===== src/rtl/fetch_stage.sv =====
// fetch_stage: two-state instruction fetch with wait timeout/reissue and PC redirect.
// Optional delivered-instruction counter enabled by FETCH_PERF_CNT_EN.
module fetch_stage #(
  parameter logic [31:0] RESET_PC     = 32'h0000_0000,
  parameter int          IMEM_TIMEOUT = 16
) (
  input  logic        Clk,
  input  logic        Reset,
  output logic        IMemReq,
  output logic [31:0] IMemAddr,
  input  logic [31:0] IMemRdata,
  input  logic        IMemValid,
  output logic [31:0] Instruction,
  output logic        InstValid,
  input  logic        Stall,
  input  logic        BranchTaken,
  input  logic [31:0] BranchOffset,
  input  logic        Jump,
  input  logic [25:0] JumpTarget,
  output logic [31:0] PC,
  output logic [31:0] FetchCount
);
  typedef enum logic {FETCH, DELIVER} state_t;
  localparam int WW = $clog2(IMEM_TIMEOUT + 1);
  state_t        state_q, state_d;
  logic [31:0]   pc_q, pc_d, instr_q, instr_d, pc4, next_pc;
  logic          valid_q, valid_d, req_q, req_d, consume;
  logic [WW-1:0] wait_q, wait_d;
  assign pc4     = pc_q + 32'd4;
  assign next_pc = Jump ? {pc4[31:28], JumpTarget, 2'b00} : BranchTaken ? pc4 + (BranchOffset << 2) : pc4;
  assign consume = state_q == DELIVER && !Stall;
  // req_q low in FETCH marks the post-reset or post-timeout gap; IMemValid is ignored then
  always_comb begin
    state_d = state_q;
    pc_d    = pc_q;
    instr_d = instr_q;
    valid_d = valid_q;
    req_d   = req_q;
    wait_d  = wait_q;
    if (state_q == FETCH) begin
      if (!req_q) req_d = 1'b1;
      else if (IMemValid) begin
        state_d = DELIVER;
        instr_d = IMemRdata;
        valid_d = 1'b1;
        req_d   = 1'b0;
        wait_d  = '0;
      end else if (wait_q == WW'(IMEM_TIMEOUT - 1)) begin
        wait_d = '0;
        req_d  = 1'b0;
      end else wait_d = wait_q + WW'(1);
    end else if (consume) begin
      state_d = FETCH;
      pc_d    = next_pc;
      instr_d = '0;
      valid_d = 1'b0;
      req_d   = 1'b1;
    end
  end
  always_ff @(posedge Clk or negedge Reset) begin
    if (!Reset) begin
      state_q <= FETCH;
      pc_q    <= RESET_PC;
      instr_q <= '0;
      valid_q <= 1'b0;
      req_q   <= 1'b0;
      wait_q  <= '0;
    end else begin
      state_q <= state_d;
      pc_q    <= pc_d;
      instr_q <= instr_d;
      valid_q <= valid_d;
      req_q   <= req_d;
      wait_q  <= wait_d;
    end
  end
`ifdef FETCH_PERF_CNT_EN
  logic [31:0] cnt_q, cnt_d;
  always_comb cnt_d = consume ? cnt_q + 32'd1 : cnt_q;
  always_ff @(posedge Clk or negedge Reset) begin
    if (!Reset) cnt_q <= '0;
    else cnt_q <= cnt_d;
  end
  assign FetchCount = cnt_q;
`else
  assign FetchCount = 32'h0;
`endif
  assign IMemReq     = req_q;
  assign IMemAddr    = pc_q;
  assign Instruction = instr_q;
  assign InstValid   = valid_q;
  assign PC          = pc_q;
endmodule


===== config.mk =====
export PLATFORM = sky130hd
export DESIGN_NAME = fetch_stage
export DESIGN_NICKNAME = d
export VERILOG_FILES = /design/src/rtl/fetch_stage.sv
export SDC_FILE = /design/constraint.sdc
export NUM_CORES = 1
export LEC_CHECK = 0
export ABC_CLOCK_PERIOD_IN_PS = 8020
export CELL_PAD_IN_SITES_DETAIL_PLACEMENT = 1
export CELL_PAD_IN_SITES_GLOBAL_PLACEMENT = 1
export CORE_MARGIN = 2
export CORE_UTILIZATION = 34
export DETAILED_ROUTE_END_ITERATION = 10
export PLACE_DENSITY = 0.83
export SETUP_SLACK_MARGIN = 0.5
export SLEW_MARGIN = 20
export SYNTH_ARGS = -nofsm -noshare
export SYNTH_HDL_FRONTEND = slang
export SYNTH_SLANG_ARGS = --single-unit

===== constraint.sdc =====
create_clock -name Clk -period 8.02 [get_ports Clk]
set_input_delay 1.203 -clock Clk [delete_from_list [all_inputs] [get_ports Clk]]
set_output_delay 1.203 -clock Clk [all_outputs]
set_load 0.03 [all_outputs]

==> results.tsv <==
stage	metric	value	unit
status	status	complete, no violations	
setup_path	Critical Path Stages	14	
sta	final number of setup-violating endpoints	0	
cells_and_area	commonest non-fill, non-tap cells in the layout	clkdlybuf4s50_1 (186), nand2_1 (137), dfrtp_1 (70)	
logic_synthesis	Synthesis Warnings	0	
sta	final hold vios	0	
global_route	largest net degree at the start of global routing	82	
logic_synthesis	Post-synth EDFFs	0	
clock_network	hold buffers post-CTS	0	
route	number of antenna-violating nets in the routed design	0	
floorplanning	IO Pins	226	
cells_and_area	P&R area growth vs syn	33.2	%
clock_network	setup bufs post-CTS	0	
floorplanning	Die Footprint	0.0186	sq mm
clock_network	clk_lat worst skew	0.34	ns
clock_network	Clock transition at path regs	0.06	ns
global_route	vias in the first global route	5986	
clock_network	H-tree Lvls	3	
cells_and_area	commonest non-fill, non-tap cell in the layout	clkdlybuf4s50_1	
setup_path	Buf+Inv Stages, Crit Path	0	
setup_path	CP max stage delay	0.51	ns
logic_synthesis	synth top area cells	dfrtp_1 (29%), nand2_1 (8.6%), buf_4 (8.4%)	
logic_synthesis	Synth Register Bits	70	
route	DRC	0	
setup_path	Crit Path Class	reg2reg	
floorplanning	die height	137	um
logic_synthesis	Yosys top cell area share	29.3	%
sta	Tmin final	4.30	ns
cells_and_area	Final Net Count	1041	
placement	Placed Cells	1120	
logic_synthesis	Mapped Cells	768	
global_route	total track usage	21.5	%
logic_synthesis	cell accounting for the most synthesized area	dfrtp_1	
logic_synthesis	ys async rst share	100	%
sta	Final Max Slew Viols	0	
route	drt pass-1 iters	4	
setup_path	Reg2Reg Depth	14	
pwr	worst vdd ir	0.000214	V
floorplanning	Die W	137	um
job	number of max-cap violations	0	
sta	Final period util	53.6	%
setup_path	Top delay family on crit path	compound AO/OA/AOI/OAI gates	
sta	unrepaired setup endpoints after global routing	no	
sta	Slew @ Worst Pin	0.984	ns
placement	dpl hpwl	15100	um
route	overall routed net length	20200	um
cells_and_area	design area	0.00795	sq mm
route	drt first-iter violations	276	
sta	post-route clock skew	0.00408	ns
global_route	first-pass GRT wire length	31300	um
cells_and_area	ratio of cells with drive above 1 in the final layout	3.84	%
route	drt via density	5.17	
sta	Relative slew margins	34.4	%
clock_network	clock sink count	70	
setup_path	Slowest-stage cell, CP	dfrtp_1	
logic_synthesis	syn avg cell area	7.77	sq um
pwr	Design Power	0.00321	W
clock_network	post-CTS sizing	0	
clock_network	root buffer cell	clkbuf_16	
pwr	Power Dens Cells	404	mW/mm^2
cells_and_area	non-filler cells, final	1136	
setup_path	crit-path max FO	9	
floorplanning	Initial Util	34.6	%
logic_synthesis	Unique masters post-synth	61	
logic_synthesis	Synth Flop Type	dfrtp_1	
hold_path	Worst Hold Class	reg2reg	
setup_path	CP cell instances	and4_4, and4_1, nand4_1, xnor2_1, ha_1, a21oi_1, o21ai_0, or3_1, a211oi_1, o21ai_1, a211oi_2, xnor2_1, nor2_1, o31ai_1	
route	Wirelength per Cell	17.7	um
setup_path	most used cell, CP	xnor2_1	
setup_path	Req. time, crit path	8.26	ns
setup_path	Crit. End Element	flip-flop	
sta	f_max	232	MHz
sta	Final TNS setup	0	ns
cells_and_area	Diodes inserted	0	
logic_synthesis	register area share after synthesis	29.3	%
setup_path	CP Launch Type	flip-flop	
route	vias	5870	
clock_network	CTS tree	built	
placement	port bufs	187	
floorplanning	core area	0.0172	sq mm
clock_network	cts bufs inserted	9	
hold_path	WHS Path Cells	1	
placement	Cell Area, Placed	0.00767	sq mm
floorplanning	row count	48	
logic_synthesis	Post-Syn Area	0.00597	sq mm
clock_network	maximum buffer depth of the clock tree	2	
placement	RePlAce Congestion	0.863	
pwr	leak pwr	3.49	nW
setup_path	crit path DAT	4.54	ns
global_route	initial antenna violation count	0	
global_route	grt total ovfl	0	
==> path summary, 6_finish.rpt <==
| check | start | slack, ns | endpoint |
|---|---|---|---|
| min in group asynchronous | Reset | 1.03 | Instruction[5] |
| setup / recovery | IMemAddr[4] | 3.72 | IMemAddr[27] |
| hold / removal | wait_q[4] | 0.49 | wait_q[4] |
| max in group asynchronous | Reset | 6.36 | IMemAddr[18] |
| hold reg to reg | wait_q[4] | 0.49 | wait_q[4] |
| setup reg to reg | IMemAddr[4] | 3.72 | IMemAddr[27] |
==> state kept, by name, indices dropped and copies added (netlist names) <==
register and cells:
Instruction 32, wait_q 5, state_q 1, IMemReq 1, InstValid 1, IMemAddr 30
==> power by group <==
group / leakage (nW) / internal, W / switching (W)
logic: 2.49 / 0.000847 / 0.00127
clock network: 0.137 / 0.000240 / 0.000158
registers: 0.872 / 0.000505 / 0.000196
==> cell type report <==
type / count / area, sq um
fillers: 2115 / 9280
multi-input cells: 617 / 3660
inverters: 15 / 56.3
well taps: 225 / 282
clock inverters: 4 / 47.5
repair buffers: 193 / 1910
clock buffers: 12 / 236
flip-flops and latches: 70 / 1750
==> synthesized netlist by cell type (13+ instances only) <==
library cell  instances
nor2_1               48
o21ai_0              49
nand3_1              50
xor2_1               13
nand4_1              14
buf_4                67
inv_1                14
nand2_1             137
xnor2_1              38
dfrtp_1              70
ha_1                 38
a21oi_1              57
clkbuf_1             28
==> cells by family (layout without fill, tap and decap cells) <==
logic type | Yosys count | in the layout | synth area share [%]
XOR/XNOR | 51 | 51 | 7.48
adder cells (fa/ha/maj) | 39 | 39 | 8.30
buffers and inverters | 116 | 224 | 11.6
other | 1 | 36 | 0.0628
AND/OR/NAND/NOR | 312 | 312 | 24.5
flip-flops | 70 | 70 | 29.3
multiplexers | 9 | 9 | 1.57
AO/OA/AOI/OAI | 170 | 170 | 17.1
==> metrics by stage <==
step,hold slack (ns),utilization [%],setup WS [ns]
floorplan,0.458,-,4.33
CTS,0.504,46.1,3.73
finish,0.493,46.1,3.72
global placement,0.459,44.5,3.61
detailed placement,0.483,44.5,3.55
global route,0.525,46.1,3.51
==> layer usage <==
metal / up-vias / track usage, % / share of wire [%]
met3: 24 / 5.15 / 6.2
met5: - / 0 / 0
met1: 2826 / 27.6 / 43
li1: 2844 / - / -
met4: 0 / 5.56 / 1.8
met2: 176 / 36.1 / 49
Note: power is estimated with default switching activity, not from simulation.
==> RTL change: new RTL, same flow settings <==
Add a define of `FETCH_PERF_CNT_EN`.
--- a/src/rtl/fetch_stage.sv
+++ b/src/rtl/fetch_stage.sv
@@ -2,2 +2,4 @@
 // Optional delivered-instruction counter enabled by FETCH_PERF_CNT_EN.
+`define FETCH_PERF_CNT_EN
+
 module fetch_stage #(
Formal check against the unedited RTL: not equivalent (a bounded check fails within 4 cycles, from zero or initial values and one cycle with Reset low).
==> RTL change against the original RTL <==
  * Clock skew up 0.0055 ns
  * Routed wire length up 17%
  * Sequential cell count up 32
  * Design area up 22%
  * Total power up 13%
  * Combinational power up 7%
  * Die area up 20%
  * Via count up 18%
  * Core utilization up 0.33 points
  * Area after synthesis up 21%
  * Worst setup slack worse by 0.39 ns
  * Largest cell class unchanged
  * Highest routed layer unchanged
==> RTL change: results <==
{
  "cts.root.buffer_cell": "clkbuf_16",
  "h-tree-depth": 3,
  "irDropWorstVdd_v": 0.0002237,
  "cts_made_buffers": 9,
  "post-route-min-period_ns": 4.689,
  "dp_hpwl_microns": 17400,
  "max-clock-path-buffers": 2,
  "p_leak_uw": 0.004227,
  "netlist_top_cells_area": "dfrtp_1 35%, nand2_1 7.5%, ha_1 6.8%",
  "seq_area_frac_synth_pct": 35.40,
  "run_status": "complete, no violations",
  "arr_time_crit_path_ns": 4.93,
  "grt_max_degree": 68,
  "place_congestion": 0.8808,
  "final_layout_size_suffix_gt1_share_pct": 5.756,
  "async_reset_ff_share_pct": 100.0,
  "first_pass_detailed_route_iteration_total": 4,
  "avgViaCountPerCell": 5.318,
  "antenna_cells_inserted": 0,
  "timing.max_slew.rel_slack_pct": 39.14,
  "hold-path-cell-count": 2,
  "synth.yosys.warnings": 0,
  "clock_latency_ns": 0.36,
  "syn-instance-count": 851,
  "groute.usage.overall_pct": 21.16,
  "grt_pass1_wl_microns": 38070,
  "place.port_buffers": 219,
  "cts_resized": 0,
  "ys_types": 77,
  "cts_setup_buffers": 0,
  "fin_cells": 1300,
  "min_path_type": "register to register",
  "max_stage_delay_ns": 0.56,
  "totalWireLength_microns": 23490,
  "clk_transition_reported_paths_ns": 0.09,
  "crit_path_max_fanout": 9,
  "clock_skew_ns": 0.009619,
  "post_dp_cell_area_sq_mm": 0.009395,
  "reg2reg_depth": 17,
  "cp_slowest_cell": "dfrtp_1",
  "tns_ns": 0,
  "grt_pass1_vias": 7168,
  "finish.net_count": 1156,
  "initial_antenna_violation_count": 0,
  "detailedRoute.firstIterationViolations": 231,
  "synth_top_cells_by_count": "144 x nand2_1, 102 x dfrtp_1, 65 x nand3_1"
}
RTL change: layout make-up:
cell class | count | area [sq um]
fill | 2480 | 11180
tap | 275 | 344.1
sequential | 102 | 2552
inverter | 16 | 60.06
clock inverter | 7 | 86.33
clock buffer | 9 | 225.2
timing repair buffer | 226 | 2242
multi-input combinational | 665 | 4197
RTL change: per-layer routing:
layer | vias to the layer above | global-route usage [%] | share of wire (%)
li1 | 3280 | - | -
met1 | 3439 | 26.95 | 43
met2 | 162 | 36.72 | 50
met3 | 32 | 3.720 | 4.9
met4 | 0 | 6.048 | 2.2
met5 | - | 0 | 0
RTL change: logic make-up (layout without fill, tap and decap cells):
logic type                 Yosys count  count (layout)  synth area share, %
xor gates and xnor gates            76              76                9.337
AOI/OAI and AO/OA                  178             178                16.30
other                                1               4              0.05202
DFF                                102             102                35.40
muxes                                8               8                1.145
and+or+nand+nor                    359             359                24.12
buffers and inverters               87             258                6.595
adders and majority gates           40              40                7.046
RTL change: worst max-delay path: cells and delay by family (launching register included):
kind                     cells  cell delay, ns
AO/OA/AOI/OAI                8            1.79
XOR/XNOR                     1            0.24
adder cells (fa/ha/maj)      1            0.38
flip-flops                   1            0.56
AND/OR/NAND/NOR              7            1.59
RTL change: worst paths after layout:
kind	start	to	slack [ns]
max	IMemAddr[4]$_DFFE_PN0P_	IMemAddr[31]$_DFFE_PN0P_	3.33
min	InstValid$_DFFE_PN0P_	InstValid$_DFFE_PN0P_	0.50
max reg2reg	IMemAddr[4]$_DFFE_PN0P_	IMemAddr[31]$_DFFE_PN0P_	3.33
min reg2reg	InstValid$_DFFE_PN0P_	InstValid$_DFFE_PN0P_	0.50
max in group asynchronous	Reset	FetchCount[2]$_DFFE_PN0P_	5.91
min in group asynchronous	Reset	FetchCount[24]$_DFFE_PN0P_	0.81
RTL change: power by group:
part / switching (uW) / total (uW) / internal [uW] / leakage [uW]
sequential: 220 / 903 / 683 / 0.00130
combinational: 1320 / 2250 / 929 / 0.00277
clock: 246 / 473 / 226 / 0.000151
RTL change: per-stage QoR:
step / utilization (%) / worst slack, ns
global placement: 44.98 / 3.433
CTS: 46.47 / 3.386
detailed placement: 44.98 / 3.408
global route: 46.47 / 2.967
floorplan: - / 3.927
finish: 46.47 / 3.331
